--- src/rtl/muldiv_pkg.sv ---
// ============================================================================
// muldiv_pkg
// Shared op/state encodings and helpers for the iterative multiply/divide unit.
// Revision: 1.0
// ============================================================================
`default_nettype none

package muldiv_pkg;

    localparam logic [2:0] OP_MULT  = 3'b000;
    localparam logic [2:0] OP_MULTU = 3'b001;
    localparam logic [2:0] OP_DIV   = 3'b010;
    localparam logic [2:0] OP_DIVU  = 3'b011;
    localparam logic [2:0] OP_MTHI  = 3'b100;
    localparam logic [2:0] OP_MTLO  = 3'b101;

    typedef enum logic [1:0] {
        ST_IDLE = 2'd0,
        ST_RUN  = 2'd1,
        ST_FIX  = 2'd2
    } state_t;

    localparam logic [5:0] ITER_LAST = 6'd31;

    function automatic logic [31:0] abs32(input logic [31:0] v);
        return v[31] ? (~v + 32'd1) : v;
    endfunction

endpackage

`default_nettype wire

--- src/rtl/muldiv_div_step.sv ---
// ============================================================================
// div_step
// One combinational restoring-divide step: shift in a dividend bit, trial
// subtract, restore on borrow.
// Revision: 1.0
// ============================================================================
`default_nettype none

module div_step #(
    parameter int WIDTH = 32
) (
    input  logic [WIDTH-1:0] rem_in,
    input  logic [WIDTH-1:0] divisor,
    input  logic             dividend_bit,
    output logic [WIDTH-1:0] rem_out,
    output logic             quo_bit
);

    logic [WIDTH-1:0] shifted_low;
    logic [WIDTH-1:0] diff;
    logic             borrow;

    assign shifted_low = {rem_in[WIDTH-2:0], dividend_bit};

    // The shifted remainder is WIDTH+1 bits; its MSB being set means it
    // already exceeds any WIDTH-bit divisor, so the subtract must succeed.
    assign {borrow, diff} = {1'b0, shifted_low} - {1'b0, divisor};

    assign quo_bit = rem_in[WIDTH-1] | ~borrow;
    assign rem_out = quo_bit ? diff : shifted_low;

endmodule

`default_nettype wire

--- src/rtl/muldiv_unit.sv ---
// ============================================================================
// muldiv_unit
// Iterative 32-cycle multiply/divide with sign-fix cycle and HI/LO registers.
// Revision: 1.0
// ============================================================================
`default_nettype none

module muldiv_unit
    import muldiv_pkg::*;
#(
    parameter int WIDTH = 32
) (
    input  logic             clk,
    input  logic             rst,
    input  logic             start,
    input  logic [2:0]       op,
    input  logic             flush,
    input  logic [WIDTH-1:0] a,
    input  logic [WIDTH-1:0] b,
    output logic             busy,
    output logic             done,
    output logic [WIDTH-1:0] hi,
    output logic [WIDTH-1:0] lo
);

    state_t               state;
    state_t               state_nxt;
    logic [5:0]           cnt;
    logic [2*WIDTH-1:0]   acc;
    logic [WIDTH-1:0]     opnd;
    logic                 is_div;
    logic                 neg_res;
    logic                 neg_rem;

    logic                 idle_req;
    logic                 accept;
    logic                 mt_write;
    logic                 op_signed;
    logic [WIDTH-1:0]     a_mag;
    logic [WIDTH-1:0]     b_mag;

    logic [WIDTH:0]       mul_sum;
    logic [2*WIDTH-1:0]   mul_nxt;
    logic [WIDTH-1:0]     rem_nxt;
    logic                 quo_bit;
    logic [2*WIDTH-1:0]   acc_neg;
    logic [WIDTH-1:0]     rem_neg;
    logic [WIDTH-1:0]     quo_neg;

    assign idle_req  = start & ~flush & (state == ST_IDLE);
    assign accept    = idle_req & ~op[2];
    assign mt_write  = idle_req & ((op == OP_MTHI) | (op == OP_MTLO));
    assign op_signed = ~op[0];
    assign a_mag     = op_signed ? abs32(a) : a;
    assign b_mag     = op_signed ? abs32(b) : b;

    // Multiply: low half of acc holds the remaining multiplier bits.
    assign mul_sum = {1'b0, acc[2*WIDTH-1:WIDTH]} + {1'b0, (acc[0] ? opnd : {WIDTH{1'b0}})};
    assign mul_nxt = {mul_sum, acc[WIDTH-1:1]};

    // Divide: upper half is the partial remainder, lower half shifts the
    // dividend out and the quotient in.
    div_step #(.WIDTH(WIDTH)) u_div_step (
        .rem_in       (acc[2*WIDTH-1:WIDTH]),
        .divisor      (opnd),
        .dividend_bit (acc[WIDTH-1]),
        .rem_out      (rem_nxt),
        .quo_bit      (quo_bit)
    );

    assign acc_neg = ~acc + {{(2*WIDTH-1){1'b0}}, 1'b1};
    assign rem_neg = ~acc[2*WIDTH-1:WIDTH] + {{(WIDTH-1){1'b0}}, 1'b1};
    assign quo_neg = ~acc[WIDTH-1:0] + {{(WIDTH-1){1'b0}}, 1'b1};

    assign busy = (state != ST_IDLE);

    always_ff @(posedge clk or posedge rst) begin
        if (rst) begin
            state <= ST_IDLE;
        end else begin
            state <= state_nxt;
        end
    end

    always_comb begin
        state_nxt = state;
        case (state)
            ST_IDLE: if (accept)                state_nxt = ST_RUN;
            ST_RUN:  if (flush)                 state_nxt = ST_IDLE;
                     else if (cnt == ITER_LAST) state_nxt = ST_FIX;
            ST_FIX:                             state_nxt = ST_IDLE;
            default:                            state_nxt = ST_IDLE;
        endcase
    end

    always_ff @(posedge clk or posedge rst) begin
        if (rst) begin
            cnt     <= 6'd0;
            acc     <= '0;
            opnd    <= '0;
            is_div  <= 1'b0;
            neg_res <= 1'b0;
            neg_rem <= 1'b0;
            done    <= 1'b0;
            hi      <= '0;
            lo      <= '0;
        end else begin
            done <= 1'b0;
            case (state)
                ST_IDLE: begin
                    if (accept) begin
                        cnt     <= 6'd0;
                        is_div  <= op[1];
                        neg_rem <= op_signed & op[1] & a[WIDTH-1];
                        // A zero divisor leaves the all-ones quotient unsigned.
                        neg_res <= op_signed & (a[WIDTH-1] ^ b[WIDTH-1])
                                   & ~(op[1] & (b == '0));
                        if (op[1]) begin
                            acc  <= {{WIDTH{1'b0}}, a_mag};
                            opnd <= b_mag;
                        end else begin
                            acc  <= {{WIDTH{1'b0}}, b_mag};
                            opnd <= a_mag;
                        end
                    end else if (mt_write) begin
                        if (op == OP_MTHI) hi <= a;
                        else               lo <= a;
                    end
                end
                ST_RUN: begin
                    if (!flush) begin
                        cnt <= cnt + 6'd1;
                        acc <= is_div ? {rem_nxt, acc[WIDTH-2:0], quo_bit} : mul_nxt;
                    end
                end
                ST_FIX: begin
                    if (!flush) begin
                        done <= 1'b1;
                        if (is_div) begin
                            hi <= neg_rem ? rem_neg : acc[2*WIDTH-1:WIDTH];
                            lo <= neg_res ? quo_neg : acc[WIDTH-1:0];
                        end else begin
                            {hi, lo} <= neg_res ? acc_neg : acc;
                        end
                    end
                end
                default: ;
            endcase
        end
    end

endmodule

`default_nettype wire

--- config.mk ---
export PLATFORM = sky130hd
export DESIGN_NAME = muldiv_unit
export DESIGN_NICKNAME = d
export VERILOG_FILES = /design/src/rtl/muldiv_pkg.sv /design/src/rtl/muldiv_div_step.sv /design/src/rtl/muldiv_unit.sv
export SDC_FILE = /design/constraint.sdc
export NUM_CORES = 1
export LEC_CHECK = 0
export BUFFER_PORTS_ARGS = -buffer_cell sky130_fd_sc_hd__buf_2
export CORE_MARGIN = 2
export CORE_UTILIZATION = 28
export CTS_BUF_LIST = sky130_fd_sc_hd__clkbuf_16
export DETAILED_ROUTE_END_ITERATION = 12
export GPL_ROUTABILITY_DRIVEN = 0
export PLACE_DENSITY = 0.47
export SLEW_MARGIN = 20
export SYNTH_ARGS = -nofsm -noshare
export SYNTH_HDL_FRONTEND = slang
export SYNTH_SLANG_ARGS = --single-unit
export TNS_END_PERCENT = 30
--- constraint.sdc ---
create_clock -name clk -period 7.7 [get_ports clk]
set_input_delay 1.155 -clock clk [delete_from_list [all_inputs] [get_ports clk]]
set_output_delay 1.155 -clock clk [all_outputs]
set_load 0.005 [all_outputs]
==> summary by stage, run 1 <==
Status
The run finished with clean final reports.

Yosys
The register bit total from synthesis is roughly 170. The number of synthesized flops with an enable pin is 0. For this run, the number of Yosys warnings is 0. After synthesis, the netlist uses between 70 and 80 different library cells. The synthesized cell area is 0.01481 sq mm. The total nets after synthesis is between 2000 and 2500.

The gate count of the mapped netlist is 1917. Sequential cells were found to cover 29.06% of the synthesized design area. The most frequently used flop master after synthesis is sky130_fd_sc_hd__dfrtp_1.

The async set-reset flop share out of synthesis is 100.0%. Measured against the total synthesized area, the mux share comes to under 10%. The simple-gate area share of the yosys netlist is between 10% and 20%. The average instance in the mapped netlist occupies between 7 and 8 sq um.

The dominant combinational cell family by area after synthesis is compound AO/OA/AOI/OAI gates. Summing the areas of all xor and xnor instances in the mapped netlist gives 9.992% of the synthesized area. Summing the areas of all compound-gate instances in the mapped netlist gives 27.01% of the synthesized area.

The adder and majority gate portion of the synthesized area is around 6%.

Timing
The number of hold-slack violations in the final timing report is 0. The minimum clock period after layout is approximately 4.5 ns. The worst setup slack after layout is ~3.2 ns. Derived from the worst setup path, the maximum achievable clock frequency is around 220 MHz. The worst clock skew is around 0.012 ns. The actual slew at the worst max-slew pin is between 1 and 1.5 ns. The total count of max-transition violations in the final report is 0. The setup TNS is 0 ns. Setup violations remaining at the end of the flow were counted as 0. The share of the cycle needed by the critical path after routing is approximately 58%.

The worst pin sits at a relative slew slack of 24.18%. Setup repair after global routing left no endpoint under its margin.

Floorplan
The die is approximately 230 microns tall. The die covers 0.05476 sq mm. The top-level I/O count is 137. In this run the core area contains between 80 and 90 standard-cell rows. The horizontal extent of the die is ~230 microns.

The core box area is 0.05245 sq mm. For this configuration, the core starts out at a cell density of between 20% and 30%.

Power and ir drop
The areal power density over the cells is about 330 mW/mm^2. Net switching is just under 50% of the power. Internal power comes to ~2.8 mW. VDD sags by at most around 0.15 mV. The analysis attributes to net switching a power of ~2.6 mW. The power share of the sequential group is around 28%. Of the total power, combinational logic draws between 50 and 60%. The fraction of power consumed by the clock network is roughly 16%.

The total leakage power is 7.331 nW.

Detailed routing
After detailed routing, the total wire length is roughly 59000 microns. The number of iterations in the first detailed-routing pass is 5. The final route contains between 10000 and 15000 vias. For this run, design rule violations remaining after detail routing come to 0. The post-route antenna net violation count is 0. For this block, the initial DRC count from the detailed router was about 1300.

The average wire per cell in the routed design is between 20 and 25 microns. In the routed layout, each cell is associated on average with a via count of 5.431.

Worst setup path
The worst setup path is captured at a flop. Walking the worst path, the cells encountered are inv_1 -> ha_1 -> fa_1 -> nand2b_1 -> a211oi_1 -> o21ai_0 -> a31o_2 -> a2111oi_0 -> or2_2 -> buf_4 -> mux2_2 -> a21oi_1 -> nor2_1. The arrival time reported for the critical path endpoint is approximately 4.8 ns.

The worst setup path is launched from a flop. The register-to-register path setup slack is 3.24 ns. The startpoint of the most critical register-to-register path is acc[31]. The highest-delay cell along the critical path is sky130_fd_sc_hd__or2_2. Of all nets on the critical path, the largest fanout is 24. The capturing point of the worst reg2reg path is acc[50]. The number of cells traversed by the worst register-to-register path is 13.

The data required time of the critical path is around 8 ns. The path type of the worst setup path is flop to flop. The worst stage delay on the critical path is slightly above 0.6 ns.

Global routing
The first global-routing pass estimated 87170 microns of wire. Global routing used 21.36% of the available tracks. The total overflow reported by the global router is 0. Entering global routing, the biggest net connects 66 pins. The number of global-route vias before repair is about 13000. The number of antenna violations at the first check in global routing is 12.

Layout
The library cells used most frequently in the layout, excluding fill and tap cells, are 205 x sky130_fd_sc_hd__nor2_1, 203 x sky130_fd_sc_hd__a21oi_1, 202 x sky130_fd_sc_hd__nand2_1. For this run, the post-layout net count is ~2100. From synthesis to final layout, the design area changed by 12.81%. The proportion of layout cells with a drive suffix above 1 is a little under an eighth. Leaving out fill and tap cells, the most frequent cell in the layout is sky130_fd_sc_hd__nor2_1.

Worst hold path
The worst hold path was traced through 2 stages. The source of the worst hold timing path is lo[4]. The worst hold-check path type is flop to flop. The end point of the most critical hold path is lo[4].

Clocking
The number of hold buffers added after cts is 0. The clock passes through at most 2 buffers. The clock slew at the register clock pins of the worst setup and hold paths is 0.08 ns. Post-CTS repair changed the size of 0 cells.

The TritonCTS clock tree is yes. The clock tree root driver cell is sky130_fd_sc_hd__clkbuf_16. For the worst-skew pair, the clock arrives at the later sink with an insertion delay of roughly 0.47 ns. The total clock sinks is ~170. The post-CTS setup buffer count is 0.

The number of buffers created by CTS is 17. The number of levels the H-tree was split into is 4.

Place
The wire-length estimate of the detail-placed layout is ~46000 microns. The number of I/O port buffers is 136. The worst-case setup slack after placement is between 3 and 4 ns.

Run
The number of violations of the max-capacitance limit is 0.
[power by group through the flow]
stage | clock, mW | sequential (mW) | combinational [mW]
6_report | 0.885 | 1.55 | 3.02
4_1_cts | 0.902 | 1.54 | 2.99
2_1_floorplan | 0 | 1.36 | 2.25
3_5_place_dp | 0 | 1.56 | 2.97
3_3_place_gp | 0 | 1.55 | 2.97
5_1_grt | 0.933 | 1.58 | 3.33
[sequential cells by signal (all words and copies together), names as in the netlist]
register and cells:
acc 64, neg_res 1, cnt 6, hi 32, lo 32, done 1
state 2, opnd 32, neg_rem 1, is_div 1
[worst max-delay path: cells and delay by family (launching register included)]
family	cells	cell delay [ns]
adder cells (fa/ha/maj)	2	0.61
flip-flops	1	0.43
multiplexers	1	0.37
AO/OA/AOI/OAI	5	1.54
buffers and inverters	2	0.50
AND/OR/NAND/NOR	3	0.88
[worst max-delay path by stage]
stage / start / to / slack [ns] / depth (start not counted)
finish: acc[31] / acc[50] / 3.24 / 13
global route: acc[32] / acc[50] / 3.02 / 12
floorplan: rst / acc[0] / 1.88 / 1
detailed placement: acc[31] / acc[50] / 3.32 / 13
CTS: acc[31] / acc[50] / 3.27 / 13
global placement: acc[31] / acc[58] / 3.41 / 13
[synth_stat cells (all sizes together), types with 5 or more instances]
cell     count  area, sq um
a211o        5        43.79
and3        10        62.56
a21o        37        277.8
buf         14        71.31
nor3b        5        37.54
a221o        8        80.08
o31ai       51        401.6
nand3       23        115.1
inv         62        232.7
clkbuf     104        390.4
or4         11        93.84
a211oi      22        165.2
nand2b      24        150.1
or2          9        56.30
nand2      202        758.2
nand4       13        81.33
o21a        17        127.6
xnor2       98        858.3
nor2       207        777.0
a21oi      203         1016
mux2i       45        450.4
o21ai      180        900.9
o211ai      17        127.6
o221ai      10        87.58
and2        14        87.58
xor2        71        621.9
nor4        14        87.58
nor3        44        220.2
nor2b       21        131.4
or3         15        93.84
ha          69        863.3
a21boi       8        60.06
dfrtp      172         4304
a2111oi      6        52.55
a31oi       22        137.6
o41ai       18        165.2
mux2        12        135.1
[final cells by class]
cell class / instances / area, sq um
Tap cell: 688 / 860.8
Fill cell: 5594 / 35730
Clock inverter: 15 / 138.9
Clock buffer: 17 / 425.4
Multi-Input combinational cell: 1564 / 9856
Antenna cell: 4 / 10.01
Timing Repair Buffer: 159 / 873.3
Inverter: 63 / 241.5
Sequential cell: 172 / 4305
[cells by family (layout without fill, tap and decap cells)]
family | after synthesis | after routing
buffers and inverters | 181 | 254
other | 0 | 4
adder cells (fa/ha/maj) | 71 | 71
multiplexers | 57 | 57
flip-flops | 172 | 172
XOR/XNOR | 169 | 169
AO/OA/AOI/OAI | 645 | 645
AND/OR/NAND/NOR | 622 | 622
[routing by layer]
layer / track usage (%) / up-vias / share of wire (%)
met4: 8.228 / 14 / 3.3
met5: 0 / - / 0.14
met3: 3.745 / 85 / 7.0
li1: - / 6994 / -
met1: 30.76 / 6981 / 47
met2: 31.48 / 492 / 42
[per-stage QoR]
step / util, % / total power [mW] / cells / hold WS, ns / cell area [sq um]
finish: 31.86 / 5.452 / 2682 / 0.4733 / 16710
floorplan: - / 3.608 / 1917 / 0.4498 / 14810
detailed placement: 30.72 / 4.533 / 2645 / 0.4628 / 16110
global route: 31.86 / 5.850 / 2682 / 0.4902 / 16710
CTS: 31.79 / 5.435 / 2677 / 0.4791 / 16670
global placement: 30.72 / 4.518 / 2645 / 0.4556 / 16110
Power figures use the tool's default switching activity.
==> run 2: changes to the inputs <==
--- a/config.mk
+++ b/config.mk
@@ -11,7 +11,7 @@
 export CTS_BUF_LIST = sky130_fd_sc_hd__clkbuf_16
 export DETAILED_ROUTE_END_ITERATION = 12
 export GPL_ROUTABILITY_DRIVEN = 0
-export PLACE_DENSITY = 0.47
+export PLACE_DENSITY = 0.48
 export SLEW_MARGIN = 20
 export SYNTH_ARGS = -nofsm -noshare
 export SYNTH_HDL_FRONTEND = slang
==> constraint.sdc (replaced) <==
create_clock -name clk -period 4.03 [get_ports clk]
set_input_delay 0.6045 -clock clk [delete_from_list [all_inputs] [get_ports clk]]
set_output_delay 0.6045 -clock clk [all_outputs]
set_load 0.005 [all_outputs]
==> summary by stage, run 2 (synthesis gave the netlist of run 1 again) <==
Floorplan
The vertical die dimension is 234.0 microns (unchanged). The core box area is 0.05245 sq mm (unchanged). The horizontal extent of the die is 234.0 microns (unchanged).

The initial standard-cell utilization of the core came to 28.24% (unchanged). The top-level I/O count is 137 (unchanged). The die footprint was 0.05476 sq mm (unchanged). The number of rows in the core area is 84 (unchanged).

Power and ir drop
The maximum VDD drop is 0.3179 mV (+120%). The total leakage power is 7.552 nW (+3.0%). The areal power density over the cells is 631.4 mW/mm^2 (+94%).

Layout
The number of flip-flops in the largest register is 64 (unchanged). The design area is 0.01705 sq mm (+2.0%). More flip-flops sit in one register than any other, and that register is acc.

Leaving out fill and tap cells, the most frequent cell in the layout is sky130_fd_sc_hd__nor2_1. Leaving out fill and tap cells, the most frequent cells in the layout are 205 x sky130_fd_sc_hd__nor2_1, 203 x sky130_fd_sc_hd__a21oi_1, 202 x sky130_fd_sc_hd__nand2_1. The proportion of layout cells with a drive suffix above 1 is 13.55% (+1.8 points). Relative to the synthesized area, the layout overhead comes to 15.12%.

The count of nets after finishing is 2159 (+1.9%). The count of placed standard cells in the final layout, fillers left out is 2721 (+1.5%).

Worst setup path
The register-to-register path setup slack is 0.29 ns (-2.94 ns). The data required time of the critical path was 4.36 ns (-3.70 ns). The endpoint identified for the worst register-to-register timing path is acc[39]. The top fanout value on the critical path is 14 (-42%). The worst setup path is launched from a flop. The signal on the critical path passes through ha_1 -> fa_1 -> nand2b_1 -> a211oi_1 -> o21ai_0 -> a31o_2 -> a2111oi_0 -> or2_2 -> buf_4 -> mux2_2 -> nand2_1 -> a31oi_1. The worst register-to-register path begins at opnd[0]. The worst stage delay on the critical path is 0.49 ns (-0.13 ns).

The critical path is of the flop to flop type. The arrival time reported for the critical path endpoint is 4.07 ns (-0.75 ns). The highest-delay cell along the critical path is sky130_fd_sc_hd__a2111oi_0.

The worst setup path is captured at a flop. The number of cells traversed by the worst register-to-register path is 12 (-1).

Timing
The number of hold-slack violations in the final timing report is 0 (unchanged). The remaining max-slew budget at the tightest pin is 31.11% (+6.9 points). The worst clock skew is 0.01200 ns (-0.0002270 ns). The fmax is 267.7 MHz (+20%). The minimum clock period after layout is 3.735 ns (-0.7289 ns). The number of setup violations in the final report is 0 (unchanged).

The share of the cycle needed by the critical path after routing came to 92.68% (+35 points). The setup TNS is 0 ns (unchanged). Setup repair after global routing left no endpoint under its margin.

The actual slew at the worst max-slew pin is 1.030 ns (-0.1078 ns). The total count of max-transition violations in the final report came to 0 (unchanged).

Clocking
The post-CTS setup buffer count is 0 (unchanged). The number of buffers created by CTS is 17 (unchanged). The number of hold buffers added after cts is 0 (unchanged). The post-cts gate resize count is 0 (unchanged). The TritonCTS clock tree is yes.

The clock latency at the later pin of the worst-skew pair came to 0.47 ns (about the same). The clock slew at the register clock pins of the worst setup and hold paths is 0.08 ns (about the same). The total clock sinks came to 172 (unchanged). The buffer levels on the longest clock path is 2 (unchanged). The number of levels the H-tree was split into is 4 (unchanged). Clock tree synthesis selected as its root buffer the cell sky130_fd_sc_hd__clkbuf_16.

Detailed routing
The detailed-route vias per instance came to 5.476 (+0.83%). The total number of vias is 14900 (+2.3%). The post-route antenna net violation count is 0 (unchanged). The number of DRC markers in iteration 0 is 1608 (+24%).

The average wire per cell in the routed design is 22.06 microns (-0.33%). The number of iterations in the first detailed-routing pass was 5 (unchanged). The number of remaining DRC errors is 0 (unchanged). The final wirelength is 60020 microns (+1.1%).

Global routing
The maximum number of pins on one net before global-route repair is 78 (+18%). The wire length of the first global-routing pass came to 89480 microns (+2.6%). The global-route usage over all layers came to 21.87% (+0.52 points).

The total overflow reported by the global router is 0 (unchanged). The number of global-route vias before repair came to 13790 (+3.5%). The number of antenna violations at the first check in global routing is 9 (-3).

Worst hold path
The worst hold-check path type is input pin to async pin.

Place
The detailed placer's ending HPWL is 47560 microns (+3.1%). The number of placed instances with taps included came to 2686 (+1.6%). The number of I/O port buffers came to 136 (unchanged).

The cell area after placement is 0.01644 sq mm (+2.0%).

Status
The run finished with clean final reports.

Run
The number of violations of the max-capacitance limit is 0 (unchanged).
[run 2: changes by cell type in the layout (fill, tap and decap cells not counted)]
cell	change
sky130_fd_sc_hd__buf_16	-1
sky130_fd_sc_hd__nor2b_4	-1
sky130_fd_sc_hd__inv_6	+3
sky130_fd_sc_hd__buf_4	+39
sky130_fd_sc_hd__diode_2	-1
sky130_fd_sc_hd__buf_12	+2
sky130_fd_sc_hd__clkinv_1	-2
sky130_fd_sc_hd__clkinv_4	-2
sky130_fd_sc_hd__clkinv_2	+1
sky130_fd_sc_hd__bufinv_16	+2
sky130_fd_sc_hd__inv_8	-2
sky130_fd_sc_hd__nor2b_2	+1
[run 2: power breakdown]
part	internal, mW	switching, mW	total [mW]
logic	2.51	3.64	6.14
registers	2.17	0.635	2.80
clock network	0.988	0.832	1.82
[run 2: per-layer routing]
layer  GRT usage, %  vias to the layer above  routed length (microns)
li1               -                     7094                        -
met1          31.73                     7198                    28560
met2          31.79                      507                    25310
met3          3.405                       91                     3627
met4          9.553                       10                     2461
met5              0                        -                       69
[run 2: area by class of cell]
class	count	area, sq um
fill	5579	35390
multi-input combinational	1564	9851
inverter	63	240.2
clock buffer	17	425.4
clock inverter	15	183.9
sequential	172	4305
tap	688	860.8
antenna	3	7.507
timing repair buffer	199	1179
[run 2: worst max-delay path: cells and delay by family, from the launching register on]
| kind | cells | cell delay [ns] |
|---|---|---|
| AOI/OAI and AO/OA | 5 | 1.41 |
| adders and majority gates | 2 | 0.63 |
| and+or+nand+nor | 3 | 0.56 |
| DFF | 1 | 0.41 |
| muxes | 1 | 0.35 |
| buffers and inverters | 1 | 0.24 |
[run 2: metrics by stage]
step                      setup WS (ns)  hold slack (ns)  power (mW)  util (%)
after floorplan                  0.4454           0.4498       6.894         -
after global placement           0.4370           0.4592       8.809     31.34
after detailed placement         0.3353           0.4631       8.848     31.34
after CTS                        0.3105           0.3385       10.70     32.50
after global routing            0.01991           0.3737       11.53     32.52
final                            0.2949           0.3175       10.77     32.52
[run 2: worst max path at each step]
| stage | endpoint | slack [ns] | cells past startpoint | from |
|---|---|---|---|---|
| after floorplan | acc[36] | 0.45 | 15 | acc[31] |
| after global placement | acc[39] | 0.44 | 12 | opnd[0] |
| after detailed placement | acc[39] | 0.34 | 12 | opnd[0] |
| after CTS | acc[58] | 0.31 | 12 | opnd[0] |
| after global routing | acc[58] | 0.02 | 12 | opnd[0] |
| final | acc[39] | 0.29 | 12 | opnd[0] |
